**src/rtl/bus_arbiter.sv**
```systemverilog
// Round-robin arbiter and packet sequencer for the shared serial bus:
// grants one node, times the packet, waits for the acknowledge, then holds an idle gap.
module bus_arbiter #(
    parameter int NUM_NODES   = 4,
    parameter int PACKET_BITS = 80,
    parameter int ACK_TIMEOUT = 8,
    parameter int GAP_CYCLES  = 2,
    localparam int OW = (NUM_NODES > 1) ? $clog2(NUM_NODES) : 1,
    localparam int BW = $clog2(PACKET_BITS),
    localparam int TW = $clog2(ACK_TIMEOUT + 1),
    localparam int GW = (GAP_CYCLES > 1) ? $clog2(GAP_CYCLES) : 1
) (
    input  logic                 clock,
    input  logic                 reset_n,
    input  logic [NUM_NODES-1:0] req,
    input  logic                 main_bus,
    output logic [NUM_NODES-1:0] grant,
    output logic                 is_free,
    output logic [OW-1:0]        owner,
    output logic                 busy,
    output logic                 done_ok,
    output logic                 done_err,
    output logic [BW-1:0]        bit_cnt
);

    typedef enum logic [1:0] {IDLE, XMIT, ACK_WAIT, GAP} state_t;

    state_t               state_q, state_d;
    logic [NUM_NODES-1:0] grant_q, grant_d;
    logic [OW-1:0]        owner_q, owner_d;
    logic [OW-1:0]        ptr_q, ptr_d;
    logic [BW-1:0]        bit_cnt_q, bit_cnt_d;
    logic [TW-1:0]        timer_q, timer_d;
    logic [GW-1:0]        gap_q, gap_d;
    logic                 done_ok_q, done_ok_d;
    logic                 done_err_q, done_err_d;

    // Rotate requests so the pointer lands on bit 0, then take the lowest set bit.
    logic [2*NUM_NODES-1:0] req_dbl;
    logic [NUM_NODES-1:0]   req_rot;
    logic [OW-1:0]          rot_off;
    logic [OW:0]            win_sum;
    logic [OW-1:0]          winner;
    logic                   any_req;

    assign req_dbl = {req, req} >> ptr_q;
    assign req_rot = req_dbl[NUM_NODES-1:0];
    assign any_req = |req;

    always_comb begin
        rot_off = '0;
        for (int k = NUM_NODES - 1; k >= 0; k--) begin
            if (req_rot[k]) begin
                rot_off = OW'(k);
            end
        end
        win_sum = {1'b0, ptr_q} + {1'b0, rot_off};
        if (win_sum >= (OW+1)'(NUM_NODES)) begin
            win_sum = win_sum - (OW+1)'(NUM_NODES);
        end
        winner = win_sum[OW-1:0];
    end

    always_comb begin
        state_d    = state_q;
        grant_d    = grant_q;
        owner_d    = owner_q;
        ptr_d      = ptr_q;
        bit_cnt_d  = bit_cnt_q;
        timer_d    = timer_q;
        gap_d      = gap_q;
        done_ok_d  = 1'b0;
        done_err_d = 1'b0;
        case (state_q)
            IDLE: begin
                if (any_req) begin
                    state_d   = XMIT;
                    grant_d   = NUM_NODES'(1) << winner;
                    owner_d   = winner;
                    ptr_d     = (winner == OW'(NUM_NODES - 1)) ? '0 : winner + OW'(1);
                    bit_cnt_d = BW'(PACKET_BITS - 1);
                end
            end
            XMIT: begin
                // A sender dropping its request mid-packet wins over the final bit.
                if (!req[owner_q]) begin
                    state_d    = GAP;
                    grant_d    = '0;
                    bit_cnt_d  = '0;
                    gap_d      = GW'(GAP_CYCLES - 1);
                    done_err_d = 1'b1;
                end else if (bit_cnt_q == '0) begin
                    state_d = ACK_WAIT;
                    grant_d = '0;
                    timer_d = TW'(ACK_TIMEOUT);
                end else begin
                    bit_cnt_d = bit_cnt_q - BW'(1);
                end
            end
            ACK_WAIT: begin
                if (main_bus) begin
                    state_d   = GAP;
                    gap_d     = GW'(GAP_CYCLES - 1);
                    done_ok_d = 1'b1;
                end else if (timer_q <= TW'(1)) begin
                    state_d    = GAP;
                    gap_d      = GW'(GAP_CYCLES - 1);
                    done_err_d = 1'b1;
                end else begin
                    timer_d = timer_q - TW'(1);
                end
            end
            GAP: begin
                if (gap_q == '0) begin
                    state_d = IDLE;
                end else begin
                    gap_d = gap_q - GW'(1);
                end
            end
            default: state_d = IDLE;
        endcase
    end

    always_ff @(posedge clock or negedge reset_n) begin
        if (!reset_n) begin
            state_q    <= IDLE;
            grant_q    <= '0;
            owner_q    <= '0;
            ptr_q      <= '0;
            bit_cnt_q  <= '0;
            timer_q    <= '0;
            gap_q      <= '0;
            done_ok_q  <= 1'b0;
            done_err_q <= 1'b0;
        end else begin
            state_q    <= state_d;
            grant_q    <= grant_d;
            owner_q    <= owner_d;
            ptr_q      <= ptr_d;
            bit_cnt_q  <= bit_cnt_d;
            timer_q    <= timer_d;
            gap_q      <= gap_d;
            done_ok_q  <= done_ok_d;
            done_err_q <= done_err_d;
        end
    end

    assign grant    = grant_q;
    assign is_free  = (state_q == IDLE);
    assign busy     = (state_q != IDLE);
    assign owner    = owner_q;
    assign done_ok  = done_ok_q;
    assign done_err = done_err_q;
    assign bit_cnt  = bit_cnt_q;

endmodule

```
**config.mk**
```make
export PLATFORM = sky130hd
export DESIGN_NAME = bus_arbiter
export DESIGN_NICKNAME = d
export VERILOG_FILES = /design/src/rtl/bus_arbiter.sv
export SDC_FILE = /design/constraint.sdc
export NUM_CORES = 1
export LEC_CHECK = 0
export BUFFER_PORTS_ARGS = -buffer_cell sky130_fd_sc_hd__clkbuf_2
export CAP_MARGIN = 15
export CORE_UTILIZATION = 55
export DETAILED_ROUTE_END_ITERATION = 7
export GPL_ROUTABILITY_DRIVEN = 0
export PLACE_DENSITY = 0.75
export SYNTH_ARGS = -nofsm -noshare
export SYNTH_HDL_FRONTEND = slang
export SYNTH_SLANG_ARGS = --single-unit
```
**constraint.sdc**
```tcl
create_clock -name clock -period 2.7 [get_ports clock]
set_input_delay 0.675 -clock clock [delete_from_list [all_inputs] [get_ports clock]]
set_output_delay 0.675 -clock clock [all_outputs]
set_load 0.01 [all_outputs]
```
==> results of run 1 <==
## synth_stat cells, drive strengths merged, types with 2 or more instances
cell / count
mux2: 3
nor3: 4
nand2: 17
o31ai: 3
a22o: 5
ha: 9
o211ai: 3
o31a: 2
nor3b: 2
xnor2: 2
a21o: 2
nand3b: 2
o32ai: 2
dfrtp: 24
and3: 2
nor2: 7
or2: 2
o21ai: 18
nand2b: 5
a21oi: 3
a21boi: 4
inv: 12
buf: 2
## path summary, 6_finish.rpt
kind                            startpoint    endpoint  cells past startpoint
min in group clock                grant[3]    grant[3]                      1
worst max register to register    ptr_q[1]    ptr_q[1]                      9
max in group asynchronous          reset_n  bit_cnt[0]                      1
worst min register to register    grant[3]    grant[3]                      1
worst max-delay path              ptr_q[1]    ptr_q[1]                      9
worst min-delay path               reset_n    owner[0]                      1
## per-stage QoR
stage / instances / utilization / setup WS, ns / power (mW)
after detailed placement: 209 / 0.6519 / 0.05361 / 1.937
after CTS: 213 / 0.6726 / 0.3834 / 2.217
final: 213 / 0.6726 / 0.3949 / 2.206
after global placement: 209 / 0.6519 / 0.1283 / 1.890
after floorplan: 157 / - / 0.1936 / 1.580
after global routing: 213 / 0.6726 / 0.2117 / 2.423
## power groups by stage
| stage | sequential, mW | clock [mW] | combinational (mW) |
|---|---|---|---|
| after detailed placement | 0.679 | 0 | 1.26 |
| after floorplan | 0.671 | 0 | 0.909 |
| after global routing | 0.701 | 0.284 | 1.44 |
| after global placement | 0.668 | 0 | 1.22 |
| final | 0.672 | 0.266 | 1.27 |
| after CTS | 0.672 | 0.274 | 1.27 |
## per-layer routing
layer  part of all wire  routed length (um)
met5                  0                   0
met4              0.011                  35
met3              0.021                  66
met2               0.47                1455
met1               0.50                1562
## logic make-up (layout without fill, tap and decap cells)
group	count (synthesis)	in the layout
xor gates and xnor gates	3	3
and+or+nand+nor	50	50
buffers and inverters	15	41
adders and majority gates	9	9
AOI/OAI and AO/OA	51	51
DFF	24	24
muxes	5	5
## flip-flops by register name, indices dropped and copies added, names as in the netlist
name	count
bit_cnt	7
done_err	1
done_ok	1
gap_q	1
grant	4
owner	2
ptr_q	2
state_q	2
timer_q	4
## area by class of cell
cell class                      instances  area, um2  area share
Multi-Input combinational cell        118      845.8      0.4942
Sequential cell                        24      600.6      0.3509
Timing Repair Buffer                   25      130.1     0.07602
Inverter                               12      45.04     0.02632
Tap cell                               30      37.54     0.02193
Clock inverter                          1      30.03     0.01754
Clock buffer                            3      22.52     0.01316
## cells in the final DEF (no fill, tap or decap), types with 2 or more instances in the layout
master | netlist | final
o211ai_1 | 2 | 2
clkbuf_2 | 0 | 23
nand3b_1 | 2 | 2
nand2_1 | 17 | 17
o31ai_1 | 3 | 3
nor2_1 | 7 | 7
a21o_1 | 2 | 2
o31a_1 | 2 | 2
or2_2 | 2 | 2
ha_1 | 9 | 9
xnor2_1 | 2 | 2
nor3_1 | 4 | 4
nand2b_1 | 5 | 5
nor3b_1 | 2 | 2
mux2_2 | 3 | 3
clkbuf_4 | 0 | 3
dfrtp_1 | 24 | 24
o32ai_1 | 2 | 2
buf_4 | 0 | 2
a22o_1 | 5 | 5
inv_1 | 12 | 12
a21oi_1 | 3 | 3
a21boi_0 | 3 | 3
o21ai_0 | 17 | 17
## critical path, stage by stage (launching register included)
cell,delay (ns)
dfrtp_1,0.52
o21ai_0,0.20
a21oi_1,0.08
o31a_1,0.28
ha_1,0.19
xor2_1,0.16
xnor2_1,0.21
inv_1,0.06
ha_1,0.26
mux2_2,0.25
==> impl_results.md, run 1 <==
* Ys Warns at 0
* Max_slew headroom at 0.5250
* Simple-gate share of the synthesized area at 0.1796
* First-pass GRT wire length at approximately 4900 um
* Fmax at about 0.43 GHz
* Synth area leaders: dfrtp_1 40%, ha_1 7.5%, o21ai_0 5.6%
* #FFs+latches synth at 24
* Fin crit period at 2.305 ns
* Sequential power share at 0.305
* Worst setup SP type: register
* Hold slack final at 0.3335 ns
* Met2 usage at 0.3740
* Final clock skew at 0.009785 ns
* Later-pin clock latency in the skew report at about 0.32 ns
* Pwr Density at 1289 nW/um2
* Power share of the clock group at 0.121
* Number of flops mapped to enable cells by yosys at 0
* I/O pins at 24
* Antenna violations before repair at 0
* Finished layout cell area at between 1500 and 2000 um2
* Worst-path clk slew at between 0.1 and 0.15 ns
* Largest area contributor in the netlist: dfrtp_1
* Core box area at around 2500 um2
* Cells after Synth at 157
* NetSw at slightly below 1 mW
* Iteration-0 DRC Markers at 27
* RSZ-0062 raised after global routing: no
* Die width at 54.42 um
* Total GRT Usage at 0.2331
* Avg Inst Size Synth at about 9.6 um2
* Worst reg2reg setup slack at ~0.39 ns
* CTS max path bufs at 2
* Worst EP arrival at 2.54 ns
* Max Cap Viol at 0
* Postcts setup bufs at 0
* Diode count at 0
* Synthesis-to-layout area growth at 13.24%
* Max-slew violation count at 0
* Worst-margin pin slew at just over 0.7 ns
* DRT antenna net count at 0
* Largest net degree at the start of global routing at 25
* Synthesized area at roughly 1500 um2
* Post-CTS sizing at 0
* Pre-antenna DRT Iters at 4
* Gr ovfl total at 0
* IO Port Bufs at 23
* Cell variety after synth at 50
* Setup-failing EPs final at 0
* Crit path kind: register to register
* Commonest register cell after synthesis: dfrtp_1
* CP required at between 2 and 3 ns
* Row cnt at 18
* Number of vias in the routed layout at approximately 1300
* Sum Neg Setup Slack at 0 ns
* Clk root buf: clkbuf_4
* Post-Syn Nets at 173
* Total clock buffers created by CTS at 3
* Max VDD drop at between 0.7 and 0.8 mV
* Die footprint at slightly below 3000 um2
* Xor-xnor portion of the synthesized cell area at 0.01738
* Initial Util at 0.5939
* Drc violations at 0
* Layout cells sized above 1 at 0.2131
* DIE HEIGHT at 54.42 um
* Status: finished clean
* Mux contribution to synthesized area at 0.04387
* Nets at 200
* Global route hottest layer: met2
* Comb power frac at 0.575
* Compound-Gate Fraction of Synth Area at 0.2442
* Crit Path Max Fanout at 11
* Vias in the first global route at about 1100
* Largest family of logic cells by synthesized area: compound AO/OA/AOI/OAI gates
* Sequential cell area fraction in the yosys report at 0.3974
* Hold Fails Final Rpt at 0
* Num Clock Sinks at 24
* DP Area at between 1500 and 2000 um2
* TritonCTS clock tree: done
* Total internal power at 1.231 mW
* Pleak at ~0.81 nW
* Met1 usage at 0.3196
* Hold-fix buffers, CTS at 0
* Total length of routed wires at ~3100 um
* Post-DR wirelength/cell at ~15 um
* Yosys top cell area share at 0.3974
* Fill count at between 200 and 250
* Drt via density at 5.920
* Tightest Hold Check Type: primary input to asynchronous set/reset pin
* CP Capture Type: register
* Synth Area in Adders at 0.07450
* # H-tree levels at 1
* Final Cycle Share at 0.8538
* Met3 Usage GRT at 0.03333
* Switching Fraction at 0.4420
* Hpwl dp at approximately 2300 um
* Ys async rst share at 1.000
Note: power is estimated with default switching activity, not from simulation.
==> inputs of run 2 (changes only) <==
--- a/config.mk
+++ b/config.mk
@@ -7,10 +7,10 @@
 export LEC_CHECK = 0
 export BUFFER_PORTS_ARGS = -buffer_cell sky130_fd_sc_hd__clkbuf_2
 export CAP_MARGIN = 15
-export CORE_UTILIZATION = 55
+export CORE_UTILIZATION = 50
 export DETAILED_ROUTE_END_ITERATION = 7
 export GPL_ROUTABILITY_DRIVEN = 0
-export PLACE_DENSITY = 0.75
+export PLACE_DENSITY = 0.72
 export SYNTH_ARGS = -nofsm -noshare
 export SYNTH_HDL_FRONTEND = slang
 export SYNTH_SLANG_ARGS = --single-unit
==> constraint.sdc (replaced) <==
create_clock -name clock -period 2 [get_ports clock]
set_input_delay 0.5 -clock clock [delete_from_list [all_inputs] [get_ports clock]]
set_output_delay 0.5 -clock clock [all_outputs]
set_load 0.01 [all_outputs]
==> impl_results.md, run 2 (synthesis results as in run 1) <==
* Drc violations at 6
* Worst EP arrival at 2.30 ns
* Worst reg2reg setup slack at -0.08 ns
* Fill count at approximately 230
* DRT antenna net count at 0
* I/O pins at 24
* Worst-path clk slew at roughly 0.13 ns
* Initial Util at 0.5388
* Post-DR wirelength/cell at 15.50 um
* Nets at between 200 and 250
* Hpwl dp at ~2700 um
* Delay-heaviest family, CP: flip-flops
* Crit Path Max Fanout at 4
* CP Capture Type: register
* Synthesis-to-layout area growth at 31.46%
* Vias in the first global route at 1401
* Buffers & Inverters on Critical Path at 2
* Final clock skew at between 0.003 and 0.004 ns
* Pre-antenna DRT Iters at 6
* Diode count at 0
* Fmax at around 0.48 GHz
* Hold-fix buffers, CTS at 0
* Reg2reg start: ptr_q[1]
* Die footprint at 3247 um2
* Later-pin clock latency in the skew report at roughly 0.32 ns
* CP required at around 2.2 ns
* Total GRT Usage at 0.2455
* Fin cells at approximately 240
* Row cnt at 19
* Status: finished, violations left
* Most frequent cells in the layout: 26 x buf_4, 23 x dfrtp_1, 23 x clkbuf_2
* RSZ-0062 raised after global routing: yes
* Reg2Reg Depth at 10
* Hold Fails Final Rpt at 0
* Final Cycle Share at 1.040
* # H-tree levels at 1
* Final worst slack at -0.08060 ns
* Max incr delay on CP at 0.46 ns
* Max reg flops at 7
* Total length of routed wires at approximately 3700 um
* Cell mode on critical path: ha_4
* Pleak at slightly above 0.9 nW
* Max Cap Viol at 0
* Fin crit period at about 2.1 ns
* Crit-path slowest cell: dfrtp_2
* Total clock buffers created by CTS at 3
* Number of vias in the routed layout at around 1400
* Pwr Density at between 1500 and 2000 nW/um2
* TritonCTS clock tree: done
* Reg2reg end: ptr_q[1]
* Core box area at ~2800 um2
* DP Cell Count at between 200 and 250
* Max VDD drop at about 1.1 mV
* IO Port Bufs at 23
* Die width at about 57 um
* Clk root buf: clkbuf_4
* First-pass GRT wire length at approximately 6300 um
* Worst setup SP type: register
* Max-slew violation count at 0
* Worst-margin pin slew at roughly 0.61 ns
* Num Clock Sinks at 24
* Gr ovfl total at 0
* Drt via density at roughly 6.0
* Antenna violations before repair at 0
* Max_slew headroom at 0.5964
* Layout cells sized above 1 at 0.3835
* CTS max path bufs at 2
* Tightest Hold Check Type: primary input to asynchronous set/reset pin
* Iteration-0 DRC Markers at 65
* Critical path depth in cells at 10
* Crit path kind: register to register
* Commonest non-fill, non-tap cell in the layout: buf_4
* Setup-failing EPs final at 3
* Critical path cell sequence: buf_4 -> nand3b_1 -> o211ai_1 -> o31a_1 -> ha_4 -> xor2_2 -> xnor2_2 -> inv_2 -> ha_4 -> mux2_4
* DIE HEIGHT at 56.98 um
* Largest net degree at the start of global routing at 25
* Sum Neg Setup Slack at -0.1815 ns
* Violated checks: design-rule violations, negative setup slack
[run 2: how the worst max path moves through the flow]
stage / start / endpoint / slack (ns)
floorplan: req[3] / ptr_q[1] / -0.25
global placement: req[0] / ptr_q[1] / -0.26
detailed placement: req[0] / ptr_q[1] / -0.36
CTS: ptr_q[1] / ptr_q[1] / -0.11
global route: ptr_q[1] / ptr_q[1] / -0.19
finish: ptr_q[1] / ptr_q[1] / -0.08
[run 2: power by group]
group	internal [mW]	switching (mW)	total [mW]
Sequential	0.697	0.175	0.872
Combinational	1.23	1.26	2.49
Clock	0.0707	0.148	0.219
Total	2.00	1.58	3.58
[run 2: final cells by class]
cell class / instances / area (um2) / share of cell area
timing repair buffer: 49 / 310.3 / 0.1562
sequential: 24 / 601.8 / 0.3029
tap: 31 / 38.79 / 0.01952
multi-input combinational: 118 / 968.4 / 0.4874
inverter: 12 / 45.04 / 0.02267
clock buffer: 3 / 22.52 / 0.01133
[run 2: metal layers]
metal  share of wire  wire [um]  vias up  GRT usage
li1                -          -      676          -
met1            0.44       1608      706     0.3163
met2            0.51       1869       37     0.4218
met3           0.044        162        7    0.05669
met4          0.0093         34        0    0.05575
met5               0          0        -          0
[run 2: repair_timing]
action / in CTS / in global routing
setup buffers: 3 / 1
endpoints found under the setup margin: 4 / 12
pin swaps: 6 / 8
resized for setup: 6 / 18
[run 2: stage by stage]
stage / hold WS (ns) / setup WS (ns) / power, mW / area [um2] / util
2_1_floorplan: 0.2044 / -0.2527 / 2.143 / 1516 / -
3_3_place_gp: 0.4702 / -0.2619 / 2.821 / 1815 / 0.6472
3_5_place_dp: 0.4758 / -0.3587 / 2.938 / 1815 / 0.6472
4_1_cts: 0.1692 / -0.1129 / 3.288 / 1886 / 0.6722
5_1_grt: 0.1854 / -0.1869 / 3.867 / 1987 / 0.7083
6_report: 0.1585 / -0.08060 / 3.579 / 1987 / 0.7083
